File: config.mk
export PLATFORM = sky130hd
export DESIGN_NAME = bouncing_sprite
export DESIGN_NICKNAME = d
export VERILOG_FILES = /design/src/rtl/vga_pkg.sv /design/src/rtl/sprite_axis.sv /design/src/rtl/bouncing_sprite.sv
export SDC_FILE = /design/constraint.sdc
export NUM_CORES = 1
export LEC_CHECK = 0
export ABC_AREA = 1
export BUFFER_PORTS_ARGS = -buffer_cell sky130_fd_sc_hd__clkbuf_2
export CORE_UTILIZATION = 60
export DETAILED_ROUTE_END_ITERATION = 8
export PLACE_DENSITY = 0.81
export RECOVER_POWER = 50
export SYNTH_ARGS = -nofsm -noshare
export SYNTH_HDL_FRONTEND = slang
export SYNTH_SLANG_ARGS = --single-unit
File: constraint.sdc
create_clock -name clk -period 2.6 [get_ports clk]
set_clock_uncertainty 0.1 [all_clocks]
set_input_delay 0.26 -clock clk [delete_from_list [all_inputs] [get_ports clk]]
set_output_delay 0.26 -clock clk [all_outputs]
set_load 0.01 [all_outputs]
File: src/rtl/vga_pkg.sv
// Shared VGA constants: visible-area timing, sprite palette and colour-word layout.
package vga_pkg;

    localparam int H_ACTIVE = 640;
    localparam int V_ACTIVE = 480;
    localparam int POS_W    = 10;

    // Colour word layout: RRGGBB00
    localparam int R_MSB = 7;
    localparam int R_LSB = 6;
    localparam int G_MSB = 5;
    localparam int G_LSB = 4;
    localparam int B_MSB = 3;
    localparam int B_LSB = 2;

    function automatic logic [7:0] palette_color(input logic [2:0] idx);
        logic [7:0] c;
        case (idx)
            3'd0:    c = 8'hC0;
            3'd1:    c = 8'hF0;
            3'd2:    c = 8'h30;
            3'd3:    c = 8'h3C;
            3'd4:    c = 8'h0C;
            3'd5:    c = 8'hCC;
            3'd6:    c = 8'hFC;
            default: c = 8'h54;
        endcase
        return c;
    endfunction

endpackage

File: src/rtl/sprite_axis.sv
// One motion axis of the sprite: position and direction that bounce between 0 and MAX.
module sprite_axis #(
    parameter int MAX = 608
) (
    input  logic                       clk,
    input  logic                       rst_n,
    input  logic                       step_en,
    input  logic [2:0]                 step,
    output logic [vga_pkg::POS_W-1:0]  pos,
    output logic                       bounce
);
    import vga_pkg::*;

    localparam logic [POS_W:0] MAX_W = (POS_W+1)'(MAX);

    logic             dir;          // 0 = increasing, 1 = decreasing
    logic             dir_next;
    logic             hit;
    logic [POS_W-1:0] pos_next;
    logic [POS_W:0]   pos_w;
    logic [POS_W:0]   step_w;
    logic [POS_W:0]   sum;

    assign pos_w  = {1'b0, pos};
    assign step_w = {{(POS_W-2){1'b0}}, step};
    assign sum    = pos_w + step_w;

    always_comb begin
        pos_next = pos;
        dir_next = dir;
        hit      = 1'b0;
        if (!dir) begin
            if (sum >= MAX_W) begin
                pos_next = MAX_W[POS_W-1:0];
                dir_next = 1'b1;
                hit      = 1'b1;
            end else begin
                pos_next = sum[POS_W-1:0];
            end
        end else begin
            if (pos_w <= step_w) begin
                pos_next = '0;
                dir_next = 1'b0;
                hit      = 1'b1;
            end else begin
                pos_next = pos - step_w[POS_W-1:0];
            end
        end
    end

    assign bounce = step_en & hit;

    always_ff @(posedge clk or negedge rst_n) begin
        if (!rst_n) begin
            pos <= '0;
            dir <= 1'b0;
        end else if (step_en) begin
            pos <= pos_next;
            dir <= dir_next;
        end
    end

endmodule

File: src/rtl/bouncing_sprite.sv
// Pixel-colour stage: one solid sprite on a flat background, moved once per frame
// during vertical blanking and recoloured on every bounce.
module bouncing_sprite #(
    parameter int         H_ACTIVE = vga_pkg::H_ACTIVE,
    parameter int         V_ACTIVE = vga_pkg::V_ACTIVE,
    parameter int         SPRITE_W = 32,
    parameter int         SPRITE_H = 32,
    parameter logic [7:0] BG_COLOR = 8'h00
) (
    input  logic       clk,
    input  logic       rst_n,
    input  logic [9:0] pix_x,
    input  logic [9:0] pix_y,
    input  logic       video_active,
    input  logic       pause,
    input  logic [1:0] speed,
    output logic [7:0] video_colored,
    output logic [7:0] bounce_count
);
    import vga_pkg::*;

    localparam int X_MAX = H_ACTIVE - SPRITE_W;
    localparam int Y_MAX = V_ACTIVE - SPRITE_H;

    logic       tick;
    logic       step_en;
    logic [2:0] step;
    logic [9:0] pos_x;
    logic [9:0] pos_y;
    logic       bounce_x;
    logic       bounce_y;
    logic       bounce_event;
    logic [2:0] color_idx;
    logic       hit;

    // First blanking line, column 0: happens exactly once per frame.
    assign tick    = (pix_y == 10'(V_ACTIVE)) && (pix_x == 10'd0);
    assign step_en = tick & ~pause;
    assign step    = {1'b0, speed} + 3'd1;

    sprite_axis #(.MAX(X_MAX)) u_axis_x (
        .clk     (clk),
        .rst_n   (rst_n),
        .step_en (step_en),
        .step    (step),
        .pos     (pos_x),
        .bounce  (bounce_x)
    );

    sprite_axis #(.MAX(Y_MAX)) u_axis_y (
        .clk     (clk),
        .rst_n   (rst_n),
        .step_en (step_en),
        .step    (step),
        .pos     (pos_y),
        .bounce  (bounce_y)
    );

    // A corner hit is a single event.
    assign bounce_event = bounce_x | bounce_y;

    always_ff @(posedge clk or negedge rst_n) begin
        if (!rst_n) begin
            color_idx    <= 3'd0;
            bounce_count <= 8'd0;
        end else if (bounce_event) begin
            color_idx    <= color_idx + 3'd1;
            bounce_count <= bounce_count + 8'd1;
        end
    end

    assign hit = ({1'b0, pix_x} >= {1'b0, pos_x}) &&
                 ({1'b0, pix_x} <  ({1'b0, pos_x} + 11'(SPRITE_W))) &&
                 ({1'b0, pix_y} >= {1'b0, pos_y}) &&
                 ({1'b0, pix_y} <  ({1'b0, pos_y} + 11'(SPRITE_H)));

    always_ff @(posedge clk or negedge rst_n) begin
        if (!rst_n) begin
            video_colored <= 8'h00;
        end else if (!video_active) begin
            video_colored <= 8'h00;
        end else if (hit) begin
            video_colored <= palette_color(color_idx);
        end else begin
            video_colored <= BG_COLOR;
        end
    end

endmodule

==> summary.txt <==
placer congestion estimate: 0.917
Std-Cell Core Area: 6790 um2
Starting Density: 62.0%
# port buffers: 39
TritonRoute pass-1 iters: 5
Post-Synth XOR/XNOR Area: 5.61%
Compound-Gate Fraction of Synth Area: 10.7%
via/cell ratio: 5.62
Die Area: 7360 um2
clock buffer depth: 2
Fin. Hold Viols: 0
top post-synthesis cells by area: dfrtp_1, ha_1, nand2_1
vias in the first global route: 4089
die width: 85.8 um
cell area after synthesis: 4210 um2
CTS HTree Levels: 2
CTS tree: built
I/O pin count: 42
final instance area: 4870 um2
fin nets: 745
CTS sink count: 39
share of cells above drive strength 1: 16.6%
Setup CP Type: reg -> reg
placed inst area: 4690 um2
PwrDens: 314 nW/um2
Slew Limit Fails: 40
area leader, netlist: dfrtp_1
area grow syn2layout: 15.5%
largest family of logic cells by synthesized area: simple AND/OR/NAND/NOR gates
Pwr Total: 1530 uW
status: finished, violations left
Mapped Cells: 598
share of the synthesized area in the top cell type: 23.2%
drc violations: 0
grt ovf: 0
Post-Synth Adder-Cell Area: 17.3%
Root Driver: clkbuf_8
largest net degree at the start of global routing: 40
CP Max Fanout: 6
Worst-Margin Slew: 2090 ps
Die Span Y: 85.8 um
worst path arrival time: 2530 ps
WL/cell: 14.4 um
iteration-0 DRC count of the detailed router: 356
MaxCap Viol Count: 1
final period demand of the worst path: 2420 ps
asr flop ratio synth: 100%
Crit. End Element: flop
sequential area share after synthesis: 23.2%
Core Rows: 30
VDD IR max: 202 uV
gr usage total: 31.0%
first-pass GRT wire length: 18300 um
CP startpoint kind: flop
failing checks: capacitance limit, slew limit
CP required: 2720 ps
fmax: 0.413 GHz
vias: 4270
ys flop type: dfrtp_1
Post-Synth Simple-Gate Area: 33.6%
hpwl dp: 8790 um
Pleak: 0.00256 uW
Slew Limit Headroom: -39.2%
worst skew pair latency: 300 ps
post-route ant nets: 0
Synth cell types: 42
clk slew on worst S/H paths: 90 ps
register bit total from synthesis: 39
ant diodes: 0
final period utilization: 93.0%
Cell Count, Final, Fillers Out: 760
total CTS buffers: 5
hold buffer count at CTS: 0
final setup TNS: 0 ps
setup violators final: 0
synthesis warning total: 0
commonest cells after routing, fill and taps aside: nand2_1, inv_1, nor2_1, nand3_1, ha_1
initial antenna violation count: 0
commonest non-fill, non-tap cell in the layout: nand2_1
Fin Hold WS: 140 ps
Post-Place Cells: 751
Avg Synthesized Cell Area: 7.05 um2
Post-synth EDFFs: 0
mux cell area share after synthesis: 0%
filler cell count: 564
HP Class: in -> reg
Post-Route WL: 10900 um
-- worst max-delay path: stages (launching register included) --
cell and delay (ps):
dfrtp_1 470, ha_1 220, nand2_1 90, nor2_4 140
xor2_1 170, ha_1 250, nand2_1 100, nor2_1 50
nand2_1 50, o211ai_1 80, nor2_1 200, nand4_1 120
buf_4 180, nor2_1 100
-- worst paths after layout --
kind | from | to | slack (ps) | cells after the start
worst min register to register | u_axis_x.dir | u_axis_x.dir | 480 | 2
worst max register to register | u_axis_x.pos[5] | video_colored[7] | 180 | 13
min in group asynchronous | rst_n | u_axis_y.pos[8] | 460 | 1
worst min-delay path | video_active | video_colored[4] | 140 | 3
worst max-delay path | u_axis_x.pos[5] | video_colored[7] | 180 | 13
max in group asynchronous | rst_n | u_axis_x.pos[1] | 600 | 1
-- sequential cells by signal, indices dropped and copies added (netlist names) --
signal and flops:
u_axis_x.pos 10, u_axis_y.pos 10, bounce_count 8, video_colored 6, color_idx 3, u_axis_x.dir 1
u_axis_y.dir 1
-- routing by layer --
layer | global-route usage (%) | routed length (um)
met5 | 0 | 0
met3 | 3.75 | 661
met1 | 42.1 | 5060
met4 | 10.9 | 226
met2 | 51.2 | 5000
-- through the flow --
step | worst slack (ps) | util (%)
finish | 182 | 71.6
global route | -47.7 | 71.6
CTS | 87.2 | 71.0
detailed placement | -59.2 | 69.0
global placement | -27.4 | 69.0
floorplan | 150 | -
-- cell families (layout without fill, tap and decap cells) --
family	after synthesis	count (layout)
AND/OR/NAND/NOR	308	308
buffers and inverters	92	157
AO/OA/AOI/OAI	75	75
XOR/XNOR	27	27
other	1	2
adder cells (fa/ha/maj)	56	56
flip-flops	39	39
-- cell usage after synthesis (3+ instances only) --
cell type	instances
a21oi_1	25
a22oi_1	6
buf_2	3
buf_4	9
clkbuf_1	4
dfrtp_1	39
fa_1	4
ha_1	52
inv_1	65
inv_2	6
nand2_1	136
nand2_2	7
nand3_1	55
nand3_2	5
nand4_1	23
nor2_1	55
nor2_2	3
nor2_4	3
nor3_1	9
nor4_1	7
o2111ai_1	3
o211ai_1	7
o21ai_0	20
xnor2_1	5
xor2_1	22
-- power by group --
part	internal (uW)	switching [uW]
registers	606	0.0314
logic	118	186
clock network	384	235
total	1110	421
-- what timing repair did --
item / in CTS / in global routing
setup endpoints to repair: 0 / 15
gates resized for setup: 0 / 9
buffers inserted: 0 / 1
-- layout make-up --
| type | instances | area, um2 | area share, % |
|---|---|---|---|
| Clock buffer | 6 | 72.6 | 1.49 |
| Multi-Input combinational cell | 468 | 2880 | 59.1 |
| Clock inverter | 2 | 60.1 | 1.23 |
| Sequential cell | 39 | 977 | 20.1 |
| Timing Repair Buffer | 76 | 485 | 9.98 |
| Inverter | 73 | 274 | 5.63 |
| Tap cell | 96 | 120 | 2.47 |
(Power assumes the default switching activity.)
